$ cat src/rtl/fpu_types.sv
// Shared types for the FPU writeback path: the queued result entry and flag width.
// Widths default to the build-wide register/data/commit-id macros when those are not predefined.
`ifndef FREG_DATA_WIDTH
`define FREG_DATA_WIDTH 32
`endif
`ifndef REG_ADDR_WIDTH
`define REG_ADDR_WIDTH 5
`endif
`ifndef COMMIT_ID_WIDTH
`define COMMIT_ID_WIDTH 4
`endif

package fpu_types;

  localparam int FFLAGS_W = 5;
  localparam int DATA_W   = `FREG_DATA_WIDTH;
  localparam int ADDR_W   = `REG_ADDR_WIDTH;
  localparam int CID_W    = `COMMIT_ID_WIDTH;

  typedef struct packed {
    logic [ADDR_W-1:0]   waddr;
    logic [DATA_W-1:0]   wdata;
    logic [CID_W-1:0]    commit_id;
    logic                fcsr_we;
    logic [FFLAGS_W-1:0] fflags;
  } fpu_wb_entry_t;

endpackage

$ cat src/rtl/fpu_wb_fifo.sv
// Generic DEPTH-entry register FIFO; the head entry is read straight from storage,
// so a push becomes visible one cycle later and there is no bypass path.
module fpu_wb_fifo
  import fpu_types::*;
#(
  parameter int  DEPTH   = 2,
  parameter type entry_t = fpu_wb_entry_t
) (
  input  logic   clk,
  input  logic   rst_n,
  input  logic   push,
  input  logic   pop,
  input  entry_t wdata,
  output entry_t rdata,
  output logic   full,
  output logic   empty
);

  localparam int PW = $clog2(DEPTH);

  entry_t        mem [DEPTH];
  logic [PW-1:0] wr_ptr;
  logic [PW-1:0] rd_ptr;
  logic [PW:0]   count;
  logic          do_push;
  logic          do_pop;

  assign full    = (count == (PW+1)'(DEPTH));
  assign empty   = (count == '0);
  assign do_push = push & ~full;
  assign do_pop  = pop & ~empty;
  assign rdata   = mem[rd_ptr];

  always_ff @(posedge clk or negedge rst_n) begin
    if (!rst_n) begin
      // NOTE: storage is reset because the head entry drives the outputs directly and must read as zero.
      for (int i = 0; i < DEPTH; i++) mem[i] <= '0;
      wr_ptr <= '0;
      rd_ptr <= '0;
      count  <= '0;
    end else begin
      if (do_push) begin
        mem[wr_ptr] <= wdata;
        wr_ptr      <= wr_ptr + PW'(1);
      end
      if (do_pop) rd_ptr <= rd_ptr + PW'(1);
      case ({do_push, do_pop})
        2'b10:   count <= count + (PW+1)'(1);
        2'b01:   count <= count - (PW+1)'(1);
        default: count <= count;
      endcase
    end
  end

endmodule

$ cat src/rtl/fpu_wb_queue.sv
// FPU writeback queue: in-order result buffer, sticky architectural fflags, and the
// pending indication that lets CSR reads of fflags stall until queued flags retire.
module fpu_wb_queue
  import fpu_types::*;
#(
  parameter int DEPTH = 2,
  parameter int DW    = DATA_W,
  parameter int AW    = ADDR_W,
  parameter int CW    = CID_W
) (
  input  logic                clk,
  input  logic                rst_n,
  input  logic                fpu_reg_we_i,
  input  logic [AW-1:0]       fpu_reg_waddr_i,
  input  logic [DW-1:0]       fpu_reg_wdata_i,
  input  logic [CW-1:0]       fpu_commit_id_i,
  input  logic                fpu_fcsr_we_i,
  input  logic [FFLAGS_W-1:0] fpu_fflags_i,
  input  logic                fpu_fflags_pending_i,
  output logic                fpu_wb_ready_o,
  output logic                wb_valid_o,
  input  logic                wb_ready_i,
  output logic [AW-1:0]       wb_waddr_o,
  output logic [DW-1:0]       wb_wdata_o,
  output logic [CW-1:0]       wb_commit_id_o,
  input  logic                csr_fflags_we_i,
  input  logic [FFLAGS_W-1:0] csr_fflags_i,
  output logic [FFLAGS_W-1:0] fflags_o,
  output logic                fflags_pending_o
);

  localparam int CNT_W = $clog2(DEPTH) + 1;

  fpu_wb_entry_t       in_entry;
  fpu_wb_entry_t       head;
  logic                fifo_full;
  logic                fifo_empty;
  logic                push;
  logic                pop;
  logic [CNT_W-1:0]    flag_cnt;
  logic [CNT_W-1:0]    flag_cnt_nxt;
  logic [FFLAGS_W-1:0] fflags_nxt;

  assign in_entry = '{waddr:     fpu_reg_waddr_i,
                      wdata:     fpu_reg_wdata_i,
                      commit_id: fpu_commit_id_i,
                      fcsr_we:   fpu_fcsr_we_i,
                      fflags:    fpu_fflags_i};

  // Ready is derived from occupancy only, so a full queue refuses a push even while it pops.
  assign fpu_wb_ready_o = ~fifo_full;
  assign wb_valid_o     = ~fifo_empty;
  assign push           = fpu_reg_we_i & fpu_wb_ready_o;
  assign pop            = wb_valid_o & wb_ready_i;

  fpu_wb_fifo #(
    .DEPTH   (DEPTH),
    .entry_t (fpu_wb_entry_t)
  ) u_fifo (
    .clk   (clk),
    .rst_n (rst_n),
    .push  (push),
    .pop   (pop),
    .wdata (in_entry),
    .rdata (head),
    .full  (fifo_full),
    .empty (fifo_empty)
  );

  assign wb_waddr_o     = head.waddr;
  assign wb_wdata_o     = head.wdata;
  assign wb_commit_id_o = head.commit_id;

  // Counting flagged entries avoids scanning the storage for the pending indication.
  always_comb begin
    flag_cnt_nxt = flag_cnt;
    if (push && fpu_fcsr_we_i) flag_cnt_nxt = flag_cnt_nxt + CNT_W'(1);
    if (pop && head.fcsr_we)   flag_cnt_nxt = flag_cnt_nxt - CNT_W'(1);
  end

  // Retiring flags are ORed on top of a coincident CSR write, so no exception is lost.
  always_comb begin
    fflags_nxt = csr_fflags_we_i ? csr_fflags_i : fflags_o;
    if (pop && head.fcsr_we) fflags_nxt = fflags_nxt | head.fflags;
  end

  always_ff @(posedge clk or negedge rst_n) begin
    if (!rst_n) begin
      flag_cnt <= '0;
      fflags_o <= '0;
    end else begin
      // NOTE: sequential state uses non-blocking assignments so every register samples pre-edge values.
      flag_cnt <= flag_cnt_nxt;
      fflags_o <= fflags_nxt;
    end
  end

  assign fflags_pending_o = fpu_fflags_pending_i | (flag_cnt != '0);

endmodule
$ cat config.mk
export PLATFORM = sky130hd
export DESIGN_NAME = fpu_wb_queue
export DESIGN_NICKNAME = d
export VERILOG_FILES = /design/src/rtl/fpu_types.sv /design/src/rtl/fpu_wb_fifo.sv /design/src/rtl/fpu_wb_queue.sv
export SDC_FILE = /design/constraint.sdc
export NUM_CORES = 1
export LEC_CHECK = 0
export CORE_MARGIN = 1.5
export CORE_UTILIZATION = 40
export CTS_BUF_LIST = sky130_fd_sc_hd__clkbuf_4 sky130_fd_sc_hd__clkbuf_8
export DETAILED_ROUTE_END_ITERATION = 8
export PLACE_DENSITY = 0.72
export REMOVE_ABC_BUFFERS = 1
export SLEW_MARGIN = 0
export SYNTH_ARGS = -nofsm -noshare
export SYNTH_HDL_FRONTEND = slang
export SYNTH_SLANG_ARGS = --single-unit
$ cat constraint.sdc
create_clock -name clk -period 1.7 [get_ports clk]
set_clock_uncertainty 0.05 [all_clocks]
set_input_delay 0.17 -clock clk [delete_from_list [all_inputs] [get_ports clk]]
set_output_delay 0.17 -clock clk [all_outputs]
set_load 0.02 [all_outputs]
==> flow_metrics.tcl <==
set metrics [dict create \
    status "finished, violations left" \
    failed_checks "negative setup slack" \
    drc 0 \
    drive_above_1_share 0.4930 \
    synth_common_cells "105 x dfrtp_1, 67 x mux2_2, 60 x mux2_4, 10 x mux2i_1, 9 x mux2_1" \
    dp_slack_ns -0.09065 \
    num_io_pins 107 \
    fin_area_sq_mm 0.006569 \
    fin_cells 573 \
    cts_buffers 9 \
    start_kind "register" \
    cp_slowest_cell "dfrtp_2" \
    cts_tree "built" \
    syn2layout_area_growth_pct 34.58 \
    die-area_sq_mm 0.01287 \
    hpwl_um 6508 \
    p_leak_nw 3.034 \
    synth_top_family_by_area "multiplexers" \
    grt_use_total 0.1560 \
    grt_pass1_vias 3143 \
    ys_seq_elements 105 \
    ys_top_cells_by_area "dfrtp_1 54%, mux2_4 18%, mux2_2 15%, mux2_1 2.1%, mux2i_1 2.1%" \
    final_util 0.5492 \
    synth_xor_area_frac 0.01256 \
    min_path_type "input port to asynchronous set/reset pin" \
    post-route-min-period_ns 1.802 \
    core_area_sq_mm 0.01196 \
    syn_area_sq_mm 0.004881 \
    avgSynthCellArea_sq_um 16.16 \
    synthSimpleGateAreaFrac 0.01718 \
    die_w_um 113.5 \
    gp_congestion 0.7211 \
    ys_seq_area_frac 0.5383 \
    path_buf_inv 3 \
    finalSetupViolCount 23 \
    cp-end-kind "output port" \
    rows 40 \
    port_buffers 106 \
    cp.arrival_ns 1.58 \
    post-route-period-util 1.060 \
    worstPathRequired_ns 1.48 \
    worst_slew_pin_slew_ns 0.4408 \
    start_util 0.4081 \
    path_cells "buf_6 > clkbuf_16 > mux2_4 > buf_6" \
    crit_family "flip-flops" \
    globalRouteOverflowTotal 0 \
    die_y_um 113.5 \
    rsz0062_at_grt "true" \
    wl_um 9796 \
    htree_levels 3 \
    cellPowerDensity_mw_per_mm2 2148 \
    synth_top_area_share 0.5383 \
    yosys.area.top_type "dfrtp_1" \
    synth_most_common_cell "dfrtp_1" \
    ys_types 30 \
    synth_compound_area_frac 0.01512 \
    max_freq_ghz 0.5551 \
    path_clk_slew_ns 0.09 \
    finalHoldViolations 0 \
    vdd_ir_drop_max_uv 956.3 \
    grt_max_degree 50 \
    place_inst 552 \
    clkSinkCount 105 \
    clock_latency_ns 0.36 \
    vias 2811 \
    fin_ws_ns -0.1015 \
    diodes 0 \
    critical_path.max_stage_delay_ns 0.47 \
    finalNetCount 481 \
    grt_pass1_wl_um 15920 \
    whs_ns 0.2362 \
    async_flop_share 1.000 \
    finalPower_mw 14.11 \
    crit_fanout 7 \
    synth_ff_type "dfrtp_1" \
    yosysWarnings 0 \
    path_class "register to output port" \
    drt_pass1_iterations 4 \
    synth-edff-count 0 \
    synth_cells 302 \
    synth_adder_area_share 0.005127 \
    postRouteAntennaNets 0 \
    clockBufferDepth 2 \
    final_max_slew_viol_count 0 \
    yosys-mux-area-fraction 0.3804 \
    antenna_found_initial 0 \
    fin_setup_tns_ns -1.772 \
    maxSlewHeadroom 0.7061 \
    max_cap_violations 0 \
    viasPerCell 4.906 \
    clockRootBuffer "clkbuf_8" \
    drt_iter0_markers 86 \
    crit_top_cell "buf_6" \
    avgRoutedWirePerCell_um 17.10 \
    place_area_sq_mm 0.006196 \
]
==> power by group <==
part / internal, mW / total, mW / switching [mW]
registers: 3.78 / 4.54 / 0.759
clock network: 0.931 / 1.75 / 0.823
logic: 4.65 / 7.82 / 3.17
total: 9.36 / 14.1 / 4.75
==> layer usage <==
layer | vias to the layer above | GRT usage | part of all wire
li1 | 1304 | - | -
met1 | 1426 | 0.1984 | 0.45
met2 | 72 | 0.2643 | 0.49
met3 | 9 | 0.04091 | 0.044
met4 | 0 | 0.04250 | 0.0099
met5 | - | 0 | 0
==> cells by family (layout without fill, tap and decap cells) <==
group,count (synthesis),after routing
compound gates,11,11
xor+xnor,7,7
fa+ha+maj,2,2
buf+inv,19,143
flops,105,105
mux,146,146
simple gates,12,12
==> cell type report <==
class / count / area [sq um]
inverter: 3 / 13.76
clock inverter: 4 / 73.82
multi-input combinational: 178 / 2202
fill: 988 / 5393
timing repair buffer: 124 / 1306
tap: 147 / 183.9
sequential: 105 / 2630
clock buffer: 12 / 158.9
==> path summary, 6_finish.rpt <==
path | slack [ns] | to | depth (start not counted) | from
min in group clk | 0.38 | fflags_o[3]$_DFF_PN0_ | 3 | csr_fflags_i[3]
max reg2reg | 0.06 | u_fifo.mem[52]$_DFFE_PN0P_ | 6 | u_fifo.count[1]$_DFFE_PN0P_
min reg2reg | 0.45 | u_fifo.mem[53]$_DFFE_PN0P_ | 1 | u_fifo.mem[53]$_DFFE_PN0P_
max | -0.10 | wb_wdata_o[20] | 4 | u_fifo.rd_ptr$_DFFE_PN0P_
max in group asynchronous | 0.74 | u_fifo.mem[63]$_DFFE_PN0P_ | 3 | rst_n
min | 0.24 | u_fifo.mem[36]$_DFFE_PN0P_ | 2 | rst_n
==> repair_timing <==
item / 4_1_cts / 5_1_grt
hold buffers: 1 / 0
setup buffers: 5 / 0
gates cloned: 0 / 1
gates resized for setup: 161 / 95
endpoints found under the hold margin: 30 / 0
setup endpoints to repair: 44 / 42
==> worst register-to-register path: stages, from the launching register on <==
cell and delay (ns):
dfrtp_1 0.43, nor2b_4 0.16, inv_4 0.08, nand2_4 0.06
nor2_4 0.15, buf_12 0.22, mux2_2 0.37
==> placed cells by master (no fill, tap or decap), types with 2 or more instances in the layout <==
master           Yosys  routed
buf_6                5      29
mux2_1               9       9
a2111o_1             2       2
mux2_4              60      87
dfrtp_2              0       2
buf_2                6      13
dfrtp_1            105     103
nor2_1               2       2
nand2_1              2       2
clkbuf_8             0      11
inv_1                2       2
buf_4                0       5
mux2_2              67      40
buf_12               0      10
clkdlybuf4s50_1      0      61
xnor2_1              5       5
mux2i_1             10      10
o21ai_0              6       6
xor2_1               2       2
dlygate4sd2_1        0       3
ha_1                 2       2
bufinv_16            0       2
==> registers in the layout, indices dropped and copies added, names as in the netlist <==
name           flops
fflags_o           5
flag_cnt           2
u_fifo.count       2
u_fifo.mem        94
u_fifo.rd_ptr      1
u_fifo.wr_ptr      1
Note: power is estimated with default switching activity, not from simulation.
